<file path="config.mk">
export PLATFORM = sky130hd
export DESIGN_NAME = pipe_ctl_flat
export DESIGN_NICKNAME = d
export VERILOG_FILES = /design/src/rtl/pipe_ctl_if.sv /design/src/rtl/pipe_ctl.sv /design/src/flat_wrapper.sv
export SDC_FILE = /design/constraint.sdc
export NUM_CORES = 1
export LEC_CHECK = 0
export CAP_MARGIN = 20
export CORE_UTILIZATION = 31
export DETAILED_ROUTE_END_ITERATION = 10
export PLACE_DENSITY = 0.58
export SYNTH_ARGS = -nofsm -noshare
export SYNTH_HDL_FRONTEND = slang
export SYNTH_SLANG_ARGS = --single-unit
</file>
<file path="constraint.sdc">
create_clock -name clk -period 2.33 [get_ports clk]
set_input_delay 0.233 -clock clk [delete_from_list [all_inputs] [get_ports clk]]
set_output_delay 0.233 -clock clk [all_outputs]
set_load 0.01 [all_outputs]
</file>
<file path="src/rtl/pipe_ctl_if.sv">
// Pipeline-side hazard/flush signal bundle between the core stages and pipe_ctl.
// master = pipeline stages (drive status, receive stall/clear), slave = pipe_ctl.
interface pipe_ctl_if;
    logic [4:0] id_rs1;
    logic [4:0] id_rs2;
    logic       id_with_imm;
    logic       id_valid;
    logic [4:0] ex_rd;
    logic       ex_load;
    logic       ex_valid;
    logic [4:0] mem_rd;
    logic       mem_valid;
    logic       mem_busy;
    logic       mdu_start;
    logic       mdu_done;
    logic       bj_en;
    logic       trap_en;
    logic       stall_pc;
    logic       stall_ifid;
    logic       stall_idex;
    logic       clear_ifid;
    logic       clear_idex;
    logic       mdu_kill;
    logic       mdu_timeout;

    modport master (
        output id_rs1, id_rs2, id_with_imm, id_valid,
        output ex_rd, ex_load, ex_valid, mem_rd, mem_valid, mem_busy,
        output mdu_start, mdu_done, bj_en, trap_en,
        input  stall_pc, stall_ifid, stall_idex, clear_ifid, clear_idex,
        input  mdu_kill, mdu_timeout
    );

    modport slave (
        input  id_rs1, id_rs2, id_with_imm, id_valid,
        input  ex_rd, ex_load, ex_valid, mem_rd, mem_valid, mem_busy,
        input  mdu_start, mdu_done, bj_en, trap_en,
        output stall_pc, stall_ifid, stall_idex, clear_ifid, clear_idex,
        output mdu_kill, mdu_timeout
    );
endinterface

</file>
<file path="src/rtl/pipe_ctl.sv">
// Hazard and flush controller driving fetch PC, IF/ID and ID/EX stall/clear controls.
// Define PIPE_CTL_FWD_EN when the datapath forwards; only load-use then stalls.
//
// state        | meaning
// S_RUN        | normal flow, hazards/branches/traps resolved by priority
// S_MDU_WAIT   | multi-cycle MDU op in EX, counter counts waited cycles
// S_TRAP_FLUSH | fetch redirecting after a trap, counter counts down to 0
module pipe_ctl #(
    parameter int FLUSH_CYCLES   = 2,
    parameter int MDU_MAX_CYCLES = 64
) (
    input  logic       clk,
    input  logic       rst_n,
    pipe_ctl_if.slave  bus
);

    localparam int CNT_W = ($clog2(MDU_MAX_CYCLES) > 3) ? $clog2(MDU_MAX_CYCLES) : 3;
    localparam logic [CNT_W-1:0] FLUSH_LOAD = CNT_W'(FLUSH_CYCLES - 1);
    localparam logic [CNT_W-1:0] MDU_LAST   = CNT_W'(MDU_MAX_CYCLES - 1);

    typedef enum logic [1:0] {
        S_RUN        = 2'd0,
        S_MDU_WAIT   = 2'd1,
        S_TRAP_FLUSH = 2'd2
    } state_t;

    state_t           state, state_nxt;
    logic [CNT_W-1:0] cnt, cnt_nxt;
    logic             timeout_q, timeout_set;

    logic ex_match, mem_match, load_use, hazard;
    logic sp, sif, sid, cif, cid, kill;

    assign ex_match  = (bus.ex_rd != 5'd0) &&
                       ((bus.ex_rd == bus.id_rs1) || (!bus.id_with_imm && (bus.ex_rd == bus.id_rs2)));
    assign mem_match = (bus.mem_rd != 5'd0) &&
                       ((bus.mem_rd == bus.id_rs1) || (!bus.id_with_imm && (bus.mem_rd == bus.id_rs2)));
    assign load_use  = bus.id_valid && bus.ex_valid && bus.ex_load && ex_match;

`ifdef PIPE_CTL_FWD_EN
    logic unused_mem;
    assign unused_mem = mem_match ^ bus.mem_valid;
    assign hazard     = load_use;
`else
    // Without forwarding every in-flight writer must drain past MEM first.
    assign hazard = load_use ||
                    (bus.id_valid && ((bus.ex_valid && ex_match) || (bus.mem_valid && mem_match)));
`endif

    always_ff @(posedge clk or negedge rst_n) begin
        if (!rst_n) begin
            state     <= S_RUN;
            cnt       <= '0;
            timeout_q <= 1'b0;
        end else begin
            state     <= state_nxt;
            cnt       <= cnt_nxt;
            timeout_q <= timeout_q | timeout_set;
        end
    end

    always_comb begin
        state_nxt   = state;
        cnt_nxt     = cnt;
        timeout_set = 1'b0;
        case (state)
            S_RUN: begin
                if (bus.trap_en) begin
                    state_nxt = S_TRAP_FLUSH;
                    cnt_nxt   = FLUSH_LOAD;
                end else if (!bus.bj_en && !bus.mem_busy && bus.mdu_start) begin
                    state_nxt = S_MDU_WAIT;
                    cnt_nxt   = '0;
                end
            end
            S_MDU_WAIT: begin
                if (bus.trap_en) begin
                    state_nxt = S_TRAP_FLUSH;
                    cnt_nxt   = FLUSH_LOAD;
                end else if (bus.mdu_done) begin
                    state_nxt = S_RUN;
                    cnt_nxt   = '0;
                end else if (cnt == MDU_LAST) begin
                    state_nxt   = S_RUN;
                    cnt_nxt     = '0;
                    timeout_set = 1'b1;
                end else begin
                    cnt_nxt = cnt + 1'b1;
                end
            end
            S_TRAP_FLUSH: begin
                if (bus.trap_en) begin
                    cnt_nxt = FLUSH_LOAD;
                end else if (cnt == '0) begin
                    state_nxt = S_RUN;
                end else begin
                    cnt_nxt = cnt - 1'b1;
                end
            end
            default: begin
                state_nxt = S_RUN;
                cnt_nxt   = '0;
            end
        endcase
    end

    always_comb begin
        sp   = 1'b0;
        sif  = 1'b0;
        sid  = 1'b0;
        cif  = 1'b0;
        cid  = 1'b0;
        kill = 1'b0;
        case (state)
            S_RUN: begin
                if (bus.trap_en || bus.bj_en) begin
                    cif = 1'b1;
                    cid = 1'b1;
                end else if (bus.mem_busy || bus.mdu_start) begin
                    sp  = 1'b1;
                    sif = 1'b1;
                    sid = 1'b1;
                end else if (hazard) begin
                    sp  = 1'b1;
                    sif = 1'b1;
                    cid = 1'b1;
                end
            end
            S_MDU_WAIT: begin
                if (bus.trap_en) begin
                    kill = 1'b1;
                    cif  = 1'b1;
                    cid  = 1'b1;
                end else if (bus.mdu_done) begin
                    sp = 1'b0;
                end else if (cnt == MDU_LAST) begin
                    // Abandoned op: release the pipeline together with the kill.
                    kill = 1'b1;
                end else begin
                    sp  = 1'b1;
                    sif = 1'b1;
                    sid = 1'b1;
                end
            end
            S_TRAP_FLUSH: begin
                cif = 1'b1;
                cid = bus.trap_en;
            end
            default: begin
                sp = 1'b0;
            end
        endcase
    end

    // Outputs are forced low during reset so they drop without waiting for a clock.
    assign bus.stall_pc    = rst_n & sp;
    assign bus.stall_ifid  = rst_n & sif & ~cif;
    assign bus.stall_idex  = rst_n & sid & ~cid;
    assign bus.clear_ifid  = rst_n & cif;
    assign bus.clear_idex  = rst_n & cid;
    assign bus.mdu_kill    = rst_n & kill;
    assign bus.mdu_timeout = timeout_q;

endmodule

</file>
<file path="src/flat_wrapper.sv">
// flat-port wrapper written by rule: the top's interface ports become plain ports
module pipe_ctl_flat 
#(
    parameter int FLUSH_CYCLES   = 2,
    parameter int MDU_MAX_CYCLES = 64
)
  (clk, rst_n, bus_id_rs1, bus_id_rs2, bus_id_with_imm, bus_id_valid, bus_ex_rd, bus_ex_load, bus_ex_valid, bus_mem_rd, bus_mem_valid, bus_mem_busy, bus_mdu_start, bus_mdu_done, bus_bj_en, bus_trap_en, bus_stall_pc, bus_stall_ifid, bus_stall_idex, bus_clear_ifid, bus_clear_idex, bus_mdu_kill, bus_mdu_timeout);
  pipe_ctl_if bus_i ();
  input  logic clk;
  input  logic rst_n;
  input wire logic [$bits(bus_i.id_rs1)-1:0] bus_id_rs1;
  input wire logic [$bits(bus_i.id_rs2)-1:0] bus_id_rs2;
  input wire logic [$bits(bus_i.id_with_imm)-1:0] bus_id_with_imm;
  input wire logic [$bits(bus_i.id_valid)-1:0] bus_id_valid;
  input wire logic [$bits(bus_i.ex_rd)-1:0] bus_ex_rd;
  input wire logic [$bits(bus_i.ex_load)-1:0] bus_ex_load;
  input wire logic [$bits(bus_i.ex_valid)-1:0] bus_ex_valid;
  input wire logic [$bits(bus_i.mem_rd)-1:0] bus_mem_rd;
  input wire logic [$bits(bus_i.mem_valid)-1:0] bus_mem_valid;
  input wire logic [$bits(bus_i.mem_busy)-1:0] bus_mem_busy;
  input wire logic [$bits(bus_i.mdu_start)-1:0] bus_mdu_start;
  input wire logic [$bits(bus_i.mdu_done)-1:0] bus_mdu_done;
  input wire logic [$bits(bus_i.bj_en)-1:0] bus_bj_en;
  input wire logic [$bits(bus_i.trap_en)-1:0] bus_trap_en;
  output wire logic [$bits(bus_i.stall_pc)-1:0] bus_stall_pc;
  output wire logic [$bits(bus_i.stall_ifid)-1:0] bus_stall_ifid;
  output wire logic [$bits(bus_i.stall_idex)-1:0] bus_stall_idex;
  output wire logic [$bits(bus_i.clear_ifid)-1:0] bus_clear_ifid;
  output wire logic [$bits(bus_i.clear_idex)-1:0] bus_clear_idex;
  output wire logic [$bits(bus_i.mdu_kill)-1:0] bus_mdu_kill;
  output wire logic [$bits(bus_i.mdu_timeout)-1:0] bus_mdu_timeout;
  assign bus_i.id_rs1 = bus_id_rs1;
  assign bus_i.id_rs2 = bus_id_rs2;
  assign bus_i.id_with_imm = bus_id_with_imm;
  assign bus_i.id_valid = bus_id_valid;
  assign bus_i.ex_rd = bus_ex_rd;
  assign bus_i.ex_load = bus_ex_load;
  assign bus_i.ex_valid = bus_ex_valid;
  assign bus_i.mem_rd = bus_mem_rd;
  assign bus_i.mem_valid = bus_mem_valid;
  assign bus_i.mem_busy = bus_mem_busy;
  assign bus_i.mdu_start = bus_mdu_start;
  assign bus_i.mdu_done = bus_mdu_done;
  assign bus_i.bj_en = bus_bj_en;
  assign bus_i.trap_en = bus_trap_en;
  assign bus_stall_pc = bus_i.stall_pc;
  assign bus_stall_ifid = bus_i.stall_ifid;
  assign bus_stall_idex = bus_i.stall_idex;
  assign bus_clear_ifid = bus_i.clear_ifid;
  assign bus_clear_idex = bus_i.clear_idex;
  assign bus_mdu_kill = bus_i.mdu_kill;
  assign bus_mdu_timeout = bus_i.mdu_timeout;
  pipe_ctl #(.FLUSH_CYCLES(FLUSH_CYCLES), .MDU_MAX_CYCLES(MDU_MAX_CYCLES)) u_core (.clk(clk), .rst_n(rst_n), .bus(bus_i));
endmodule
</file>
==> flow_summary.ini, run 1 <==
[routing]
ant_nets = 0
route.detailed.drc = 0
firstDrtPassIters = 4
viasPerCell = 5.27
routed_wl_um = 3610
wire_per_inst_um = 13.9
vias = 1364
drt_iter0_markers = 19

[global_route]
grt_util_all_layers = 0.188
grt_pass1_vias = 1402
grt_pass1_wl_um = 5910
antenna_found_initial = 0
grt_max_degree = 14
grt_overflow_total = 0

[run]
cap_viol_max_count = 0

[floorplanning]
rows = 21
core_sq_um = 3440
fp.dieH_um = 63.0
die_area_sq_um = 3970
ioPinCount = 39
die_w_um = 63.0
initial_core_util = 0.335

[critical_path]
cp_max_fo = 3
ff2ff_path_depth = 9
r2r_start = u_core.state[0]$_DFFE_PN0P_
crit_chain = clkdlybuf4s50_1 -> xnor2_1 -> nand4_1 -> o32a_1 -> o32a_1 -> a21oi_2 -> clkdlybuf4s15_2
path_buf_inv = 2
cp_slowest_cell = clkdlybuf4s50_1
cp-endpoint = bus_stall_ifid
cp-end-kind = output port
slowest_delay_ns = 0.52
worst_ep_arrival_time_ns = 2.11
rrSetupSlack_ns = 0.35
cp_data_required_time_ns = 2.10
cp_top_family = compound AO/OA/AOI/OAI gates
startpoint = bus_mem_rd[4]
start_kind = primary input
critPathMostFrequentCell = o32a_1
timing.rr.end = u_core.cnt[3]$_DFFE_PN0P_
cp.depth = 7
criticalPathCategory = primary input to output port

[placed_design]
gp_congestion = 0.838
place_inst = 254
io_buffer_count = 37
dpl-instance-area_sq_um = 1830
dp_slack_ns = -0.367
dp.final_hpwl_um = 2860

[timing]
maxSlewViolCount = 0
max_clock_freq_mhz = 427
fin_crit_sh = 1.00
finalSetupViolCount = 1
relSlewSlack = 0.713
tightest_slew_ns = 0.427
skew_ns = 0.00107
hold_viol_final = 0
layout_min_cycle_time_ns = 2.34
setup_ws_ns = -0.0110
rsz0062_at_grt = yes
totalNegativeSetupSlack_ns = -0.0110

[layout]
nNetsFinal = 253
n_antenna_cell = 0
seqCellArea_sq_um = 225
multi_input_area_sq_um = 920
fillers = 328
drive_gt1_frac = 0.286
fin_area_sq_um = 1900
instances_no_fill = 259
area_delta_synth_final_pct = 64.8

[clocking]
hold_buffers = 0
cts.sinks = 9
htreeDepth = 1
clk_latency_ns = 0.24
ctsRootBufferMaster = clkbuf_8
clockBufferDepth = 2
cts-buffers-inserted = 3
path_clk_slew_ns = 0.05
cts_tree = done

[yosys]
synth_area_per_cell_sq_um = 8.29
ys_ff_latch = 9
synth_ff_type = dfrtp_1
syn_inst = 139
yosys.cell_types.count = 50
yosysWarnings = 0
netlist_area_sq_um = 1150
seq_area_frac_synth = 0.195
synth_edf_count = 0
synthesis.nets = 178
ys_async_sr_fraction = 1.00

[power]
ir_drop_uv = 533
p_per_area_nw_per_um2 = 764
p_leak_uw = 0.000814

[hold_path]
min_path_type = primary input to async pin

[status]
outcome = finished with violations
violations = setup timing
[worst register-to-register path, stage by stage (launching register included)]
cell and delay (ns):
dfrtp_1 0.39, inv_2 0.07, buf_4 0.13, ha_1 0.27, nor2b_1 0.18, buf_4 0.16, o21ai_0 0.17, o221ai_1 0.14
a22o_1 0.19, a22o_1 0.19
[repair_timing]
item                       in CTS  in global routing
pin swaps                       2                  3
setup buffers                   0                  1
setup endpoints to repair       5                  5
gates resized for setup        25                  5
hold endpoints to repair        0                  0
[cell type report]
| class | instances | area share |
|---|---|---|
| Clock buffer | 4 | 0.0237 |
| Inverter | 6 | 0.0119 |
| Multi-Input combinational cell | 120 | 0.484 |
| Sequential cell | 9 | 0.119 |
| Tap cell | 46 | 0.0303 |
| Timing Repair Buffer | 74 | 0.331 |
[logic make-up (layout without fill, tap and decap cells)]
logic type | count (synthesis) | in the layout | synth area share
AND/OR/NAND/NOR | 50 | 50 | 0.233
XOR/XNOR | 22 | 22 | 0.167
buffers and inverters | 10 | 84 | 0.0413
AO/OA/AOI/OAI | 40 | 40 | 0.278
multiplexers | 1 | 1 | 0.00869
adder cells (fa/ha/maj) | 7 | 7 | 0.0760
flip-flops | 9 | 9 | 0.195
[per-layer routing]
layer / GRT usage / vias to the layer above / wire, um
li1: - / 665 / -
met3: 0.0292 / 4 / 169
met2: 0.347 / 48 / 1850
met4: 0.0756 / 0 / 44
met1: 0.212 / 647 / 1550
met5: 0 / - / 0
[sequential cells by signal (all words and copies together) (netlist names)]
register                count
u_core.bus.mdu_timeout      1
u_core.cnt                  6
u_core.state                2
[worst min path at each step]
stage / end / startpoint / slack, ns
floorplan: u_core.bus.mdu_timeout$_DFF_PN0_ / rst_n / -0.06
global placement: u_core.bus.mdu_timeout$_DFF_PN0_ / u_core.bus.mdu_timeout$_DFF_PN0_ / 0.46
detailed placement: u_core.bus.mdu_timeout$_DFF_PN0_ / u_core.bus.mdu_timeout$_DFF_PN0_ / 0.47
CTS: u_core.cnt[5]$_DFFE_PN0P_ / rst_n / 0.38
global route: u_core.cnt[5]$_DFFE_PN0P_ / rst_n / 0.38
finish: u_core.cnt[5]$_DFFE_PN0P_ / rst_n / 0.38
[cell usage in the layout (no fill, tap or decap), types with 3 or more instances in the layout]
cell type	Yosys	final
buf_4	0	37
clkdlybuf4s50_1	0	29
xnor2_1	19	19
nand2_1	13	13
dfrtp_1	9	9
nor2_1	8	8
o21ai_0	6	6
nand3_1	5	5
ha_1	7	5
inv_1	6	4
o32a_1	4	4
dlygate4sd2_1	0	4
xor2_1	3	3
nand2b_1	3	3
nor3_1	3	3
a21oi_1	5	3
a22o_1	3	3
clkbuf_8	0	3
[synthesized netlist by cell type (2+ instances only)]
cell type | count | share of area
a21oi_1 | 5 | 0.022
or2_2 | 2 | 0.011
o21ai_0 | 6 | 0.026
o221ai_1 | 2 | 0.015
a32o_1 | 2 | 0.017
nand3_1 | 5 | 0.022
nor3_1 | 3 | 0.013
dfrtp_1 | 9 | 0.20
xnor2_1 | 19 | 0.14
ha_1 | 7 | 0.076
a22o_1 | 3 | 0.023
nand2_1 | 13 | 0.042
nand2b_1 | 3 | 0.016
buf_2 | 2 | 0.0087
xor2_1 | 3 | 0.023
o32a_1 | 4 | 0.035
inv_1 | 6 | 0.020
nor2_1 | 8 | 0.026
nand4_1 | 2 | 0.011
nor2b_1 | 2 | 0.011
or4_1 | 3 | 0.020
and3_1 | 2 | 0.011
[per-stage QoR]
stage	utilization	hold WS [ns]	power [uW]
after global routing	0.552	0.382	1570
after floorplan	-	-0.0626	822
after CTS	0.547	0.379	1430
final	0.552	0.380	1450
after detailed placement	0.530	0.470	1220
after global placement	0.530	0.463	1190
[power by group]
group	switching [uW]	leakage (uW)	internal [uW]	total (uW)
clock network	69.3	0.0000228	120	189
logic	482	0.000671	512	993
registers	56.4	0.000120	212	268
No activity file was read; power rests on OpenSTA's default activity.
==> inputs of run 2 (changes only) <==
--- a/config.mk
+++ b/config.mk
@@ -8,7 +8,8 @@
 export CAP_MARGIN = 20
 export CORE_UTILIZATION = 31
 export DETAILED_ROUTE_END_ITERATION = 10
-export PLACE_DENSITY = 0.58
+export DONT_BUFFER_PORTS = 1
+export PLACE_DENSITY = 0.45
 export SYNTH_ARGS = -nofsm -noshare
 export SYNTH_HDL_FRONTEND = slang
 export SYNTH_SLANG_ARGS = --single-unit
==> constraint.sdc (replaced) <==
create_clock -name clk -period 2.2 [get_ports clk]
set_input_delay 0.22 -clock clk [delete_from_list [all_inputs] [get_ports clk]]
set_output_delay 0.22 -clock clk [all_outputs]
set_load 0.05 [all_outputs]
==> run 2 against run 1 <==
  * The flow still finishes with violations (setup timing)
  * Total power is 6.9% higher
  * Flip-flop and latch count stayed put
  * Critical path depth is 1 lower
  * Clock power is 6% higher
  * First-iteration DRC count is 79% higher
  * Final area is 22% lower
  * Global-route usage is 1.2 points lower
  * Critical endpoint is now bus_stall_idex
==> flow_summary.ini, run 2 (synthesis results as in run 1) <==
[status]
outcome = finished with violations
violations = setup timing

[clocking]
clockBufferDepth = 2
clk_latency_ns = 0.23
htreeDepth = 1
cts-buffers-inserted = 3
path_clk_slew_ns = 0.05
cts_tree = done
ctsRootBufferMaster = clkbuf_8
cts.sinks = 9

[layout]
largest_reg_flops = 6
final_cell_mix = xnor2_1 (19), buf_4 (13), nand2_1 (10)
drive_gt1_frac = 0.268
area_delta_synth_final_pct = 28.0
top_register = u_core.cnt
post-route-util = 0.429
n_antenna_cell = 0
fillers = 351
layout_commonest_cell = xnor2_1
nNetsFinal = 197
fin_area_sq_um = 1480

[placed_design]
dp_slack_ns = 0.0240
gp_congestion = 0.809
dpl-instance-area_sq_um = 1360
dp.final_hpwl_um = 2600
io_buffer_count = 0

[global_route]
grt_max_degree = 14
grt_pass1_wl_um = 5530
grt_pass1_vias = 1154
antenna_found_initial = 0
grt_overflow_total = 0
grt_util_all_layers = 0.177

[power]
netSwitchingPower_uw = 705
p_sw_frac = 0.455
clock_power_share = 0.129
comb_power_share = 0.674
p_per_area_nw_per_um2 = 1050
p_seq_frac = 0.197
ir_drop_uv = 639
internal-power_uw = 845
p_leak_uw = 0.000587

[floorplanning]
die_area_sq_um = 3970
ioPinCount = 39
fp.dieH_um = 63.0
die_w_um = 63.0
rows = 21
core_sq_um = 3440
initial_core_util = 0.335

[timing]
hold_viol_final = 0
layout_min_cycle_time_ns = 2.37
rsz0062_at_grt = yes
skew_ns = 0.00158
maxSlewViolCount = 0
holdWs_ns = 0.129
tightest_slew_ns = 0.471
max_clock_freq_mhz = 421
finalSetupViolCount = 3
setup_ws_ns = -0.174
fin_crit_sh = 1.08
relSlewSlack = 0.685

[routing]
route.detailed.drc = 0
top_layer = met4
wire_per_inst_um = 16.3
routed_wl_um = 3300
viasPerCell = 5.49
met2_length_um = 1610
drt_iter0_markers = 34
ant_nets = 0
vias = 1114
firstDrtPassIters = 4
wl_met1_um = 1520
wl_met3_um = 151

[critical_path]
cp_slowest_cell = or4_4
start_kind = flop
ff2ff_path_depth = 8
timing.rr.end = u_core.cnt[5]$_DFFE_PN0P_
worst_ep_arrival_time_ns = 2.15
path_buf_inv = 1
r2r_start = u_core.state[1]$_DFFE_PN0P_
cp_top_family = simple AND/OR/NAND/NOR gates
crit_chain = ha_2 -> or4_4 -> or2_1 -> o32a_1 -> and3b_2 -> buf_12
rrSetupSlack_ns = 0.20
slowest_delay_ns = 0.53
criticalPathCategory = flop to output port
cp-end-kind = output port
cp_data_required_time_ns = 1.98
cp_max_fo = 3

[run]
cap_viol_max_count = 0

[hold_path]
holdPathStages = 2
hp-start = bus_trap_en
whs_endpoint = u_core.state[1]$_DFFE_PN0P_
min_path_type = primary input to flop
-- run 2: cell types whose count changed in the layout (fill, tap and decap cells not counted), moves of 2 or more --
| cell | previous run | this run |
|---|---|---|
| buf_12 | 0 | 4 |
| buf_2 | 2 | 0 |
| buf_4 | 37 | 13 |
| clkdlybuf4s50_1 | 29 | 0 |
| dlygate4sd2_1 | 4 | 0 |
| nand2_1 | 13 | 10 |
| nand2_2 | 0 | 3 |
-- run 2: how the worst max path moves through the flow --
stage                                     start        endpoint  slack, ns  cells after the start
global placement    u_core.state[1]$_DFFE_PN0P_  bus_stall_idex       0.05                      8
detailed placement  u_core.state[1]$_DFFE_PN0P_  bus_stall_idex       0.02                      8
global route        u_core.state[1]$_DFFE_PN0P_  bus_stall_idex      -0.24                      6
floorplan           u_core.state[0]$_DFFE_PN0P_  bus_clear_idex      -0.09                      5
finish              u_core.state[0]$_DFFE_PN0P_  bus_stall_idex      -0.17                      6
CTS                 u_core.state[0]$_DFFE_PN0P_  bus_stall_idex      -0.16                      8
-- run 2: timing repair --
action | in CTS | in global routing
gates cloned | 0 | 0
endpoints found under the hold margin | 9 | 0
pin swaps | 5 | 7
resized for setup | 9 | 7
hold buffers | 1 | 0
buffers inserted | 1 | 0
setup endpoints to repair | 5 | 5
-- run 2: power groups by stage --
stage,Clock (uW),Sequential [uW],Combinational (uW)
final,200,306,1040
after floorplan,0,282,666
after detailed placement,0,304,965
after global placement,0,301,950
after CTS,206,304,1020
after global routing,220,318,1140
-- run 2: area by class of cell --
cell class,count,area (sq um),area share
Multi-Input combinational cell,120,937,0.635
Sequential cell,9,225,0.153
Timing Repair Buffer,18,188,0.127
Tap cell,46,57.6,0.0390
Clock buffer,4,45.0,0.0305
Inverter,6,22.5,0.0153
-- run 2: layer usage --
layer | up-vias | track usage
met5 | - | 0
met4 | 0 | 0.0378
met3 | 2 | 0.0547
met2 | 22 | 0.297
met1 | 538 | 0.217
li1 | 552 | -
-- run 2: stage by stage --
stage	total power, uW	TNS, ns	cells
after floorplan	948	-0.0854	139
after global placement	1250	0	197
after detailed placement	1270	0	197
after CTS	1530	-0.357	203
after global routing	1680	-0.663	203
final	1550	-0.382	203
==> inputs of run 3 (changes only) <==
--- a/config.mk
+++ b/config.mk
@@ -10,6 +10,7 @@
 export DETAILED_ROUTE_END_ITERATION = 10
 export DONT_BUFFER_PORTS = 1
 export PLACE_DENSITY = 0.45
+export SKIP_LAST_GASP = 1
 export SYNTH_ARGS = -nofsm -noshare
 export SYNTH_HDL_FRONTEND = slang
 export SYNTH_SLANG_ARGS = --single-unit
==> run 3 against run 2 <==
  * The run still ends with setup timing left
  * Setup slack about the same
  * Utilization decreased by 0.073 points
  * Global-route usage unchanged
  * Sequential share of layout area hardly changed
  * Critical path type unchanged
  * Largest cell class unchanged
  * Highest routed layer unchanged
==> flow_summary.ini, run 3 (synthesis results as in run 1) <==
[clocking]
clk_latency_ns = 0.23
clockBufferDepth = 2
path_clk_slew_ns = 0.05
cts-buffers-inserted = 3
htreeDepth = 1
cts_tree = done
cts.sinks = 9
ctsRootBufferMaster = clkbuf_8

[timing]
setup_ws_ns = -0.174
fin_crit_sh = 1.08
tightest_slew_ns = 0.472
finalSetupViolCount = 3
layout_min_cycle_time_ns = 2.37
hold_viol_final = 0
skew_ns = 0.00173
holdWs_ns = 0.129
relSlewSlack = 0.685
maxSlewViolCount = 0
totalNegativeSetupSlack_ns = -0.382
rsz0062_at_grt = yes
max_clock_freq_mhz = 421

[global_route]
grt_pass1_vias = 1154
grt_util_all_layers = 0.177
antenna_found_initial = 0
grt_overflow_total = 0
grt_pass1_wl_um = 5530
grt_max_degree = 14

[placed_design]
dp_slack_ns = 0.0240
io_buffer_count = 0
gp_congestion = 0.809
place_inst = 197
dp.final_hpwl_um = 2600

[floorplanning]
core_sq_um = 3440
rows = 21
die_w_um = 63.0
die_area_sq_um = 3970
fp.dieH_um = 63.0
initial_core_util = 0.335
ioPinCount = 39

[status]
outcome = finished with violations
violations = setup timing

[power]
p_per_area_nw_per_um2 = 1050
p_leak_uw = 0.000586
ir_drop_uv = 639

[critical_path]
ff2ff_path_depth = 8
cp_data_required_time_ns = 1.98
crit_chain = ha_2 -> or4_4 -> or2_1 -> o32a_1 -> and3b_2 -> buf_12
criticalPathCategory = flop to output port
cp_slowest_cell = or4_4
cp-end-kind = output port
slowest_delay_ns = 0.53
cp_max_fo = 3
rrSetupSlack_ns = 0.20
timing.rr.end = u_core.cnt[5]$_DFFE_PN0P_
start_kind = flop
r2r_start = u_core.state[1]$_DFFE_PN0P_
worst_ep_arrival_time_ns = 2.15

[routing]
viasPerCell = 5.48
firstDrtPassIters = 4
drt_iter0_markers = 34
route.detailed.drc = 0
wire_per_inst_um = 16.3
routed_wl_um = 3300
ant_nets = 0
vias = 1112

[layout]
n_antenna_cell = 0
top_register = u_core.cnt
area_delta_synth_final_pct = 27.8
instances_no_fill = 203
nNetsFinal = 197
largest_reg_flops = 6
final_cell_mix = xnor2_1 (19), buf_4 (13), nand2_1 (11)
drive_gt1_frac = 0.261
layout_commonest_cell = xnor2_1

[hold_path]
min_path_type = primary input to flop
whs_endpoint = u_core.state[1]$_DFFE_PN0P_
hp-start = bus_trap_en
holdPathStages = 2

[run]
cap_viol_max_count = 0
-- run 3: cell counts in the layout (fill, tap and decap cells not counted) --
Identical to the previous run, type by type.
-- run 3: repair_timing --
item                                    4_1_cts  5_1_grt
buffers inserted                              1        0
hold endpoints to repair                      9        0
endpoints found under the setup margin        5        5
pin swaps                                     5        7
gates resized for setup                       9        6
hold buffers                                  1        0
-- run 3: metal layers --
layer | track usage | wire length [um] | part of all wire
met1 | 0.217 | 1520 | 0.46
met2 | 0.297 | 1620 | 0.49
met3 | 0.0547 | 140 | 0.042
met4 | 0.0378 | 20 | 0.0061
met5 | 0 | 0 | 0
-- run 3: critical path: cells and delay by family (launching register included) --
family	cells	cell delay, ns
flip-flops	1	0.40
AO/OA/AOI/OAI	1	0.18
buffers and inverters	1	0.15
adder cells (fa/ha/maj)	1	0.20
AND/OR/NAND/NOR	3	0.99
-- run 3: how the worst max path moves through the flow --
stage,start,to,slack (ns),depth (start not counted)
6_report,u_core.state[0]$_DFFE_PN0P_,bus_stall_idex,-0.17,6
5_1_grt,u_core.state[1]$_DFFE_PN0P_,bus_stall_idex,-0.24,6
4_1_cts,u_core.state[0]$_DFFE_PN0P_,bus_stall_idex,-0.16,8
3_5_place_dp,u_core.state[1]$_DFFE_PN0P_,bus_stall_idex,0.02,8
3_3_place_gp,u_core.state[1]$_DFFE_PN0P_,bus_stall_idex,0.05,8
2_1_floorplan,u_core.state[0]$_DFFE_PN0P_,bus_clear_idex,-0.09,5
-- run 3: final cells by class --
cell class              instances  area (sq um)
well taps                      46          57.6
clock buffers                   4          45.0
repair buffers                 18           188
fillers                       352          1970
multi-input cells             120           935
flip-flops and latches          9           225
inverters                       6          22.5
-- run 3: per-stage QoR --
stage | util | cell area (sq um) | total power (uW)
floorplan | - | 1160 | 948
global placement | 0.396 | 1360 | 1250
detailed placement | 0.396 | 1360 | 1270
CTS | 0.423 | 1460 | 1530
global route | 0.428 | 1470 | 1680
finish | 0.428 | 1470 | 1550
-- run 3: where the power goes --
group | leakage (uW) | switching [uW] | internal [uW] | total (uW)
Sequential | 0.000120 | 82.0 | 224 | 306
Combinational | 0.000444 | 550 | 494 | 1040
Clock | 0.0000228 | 73.1 | 127 | 200
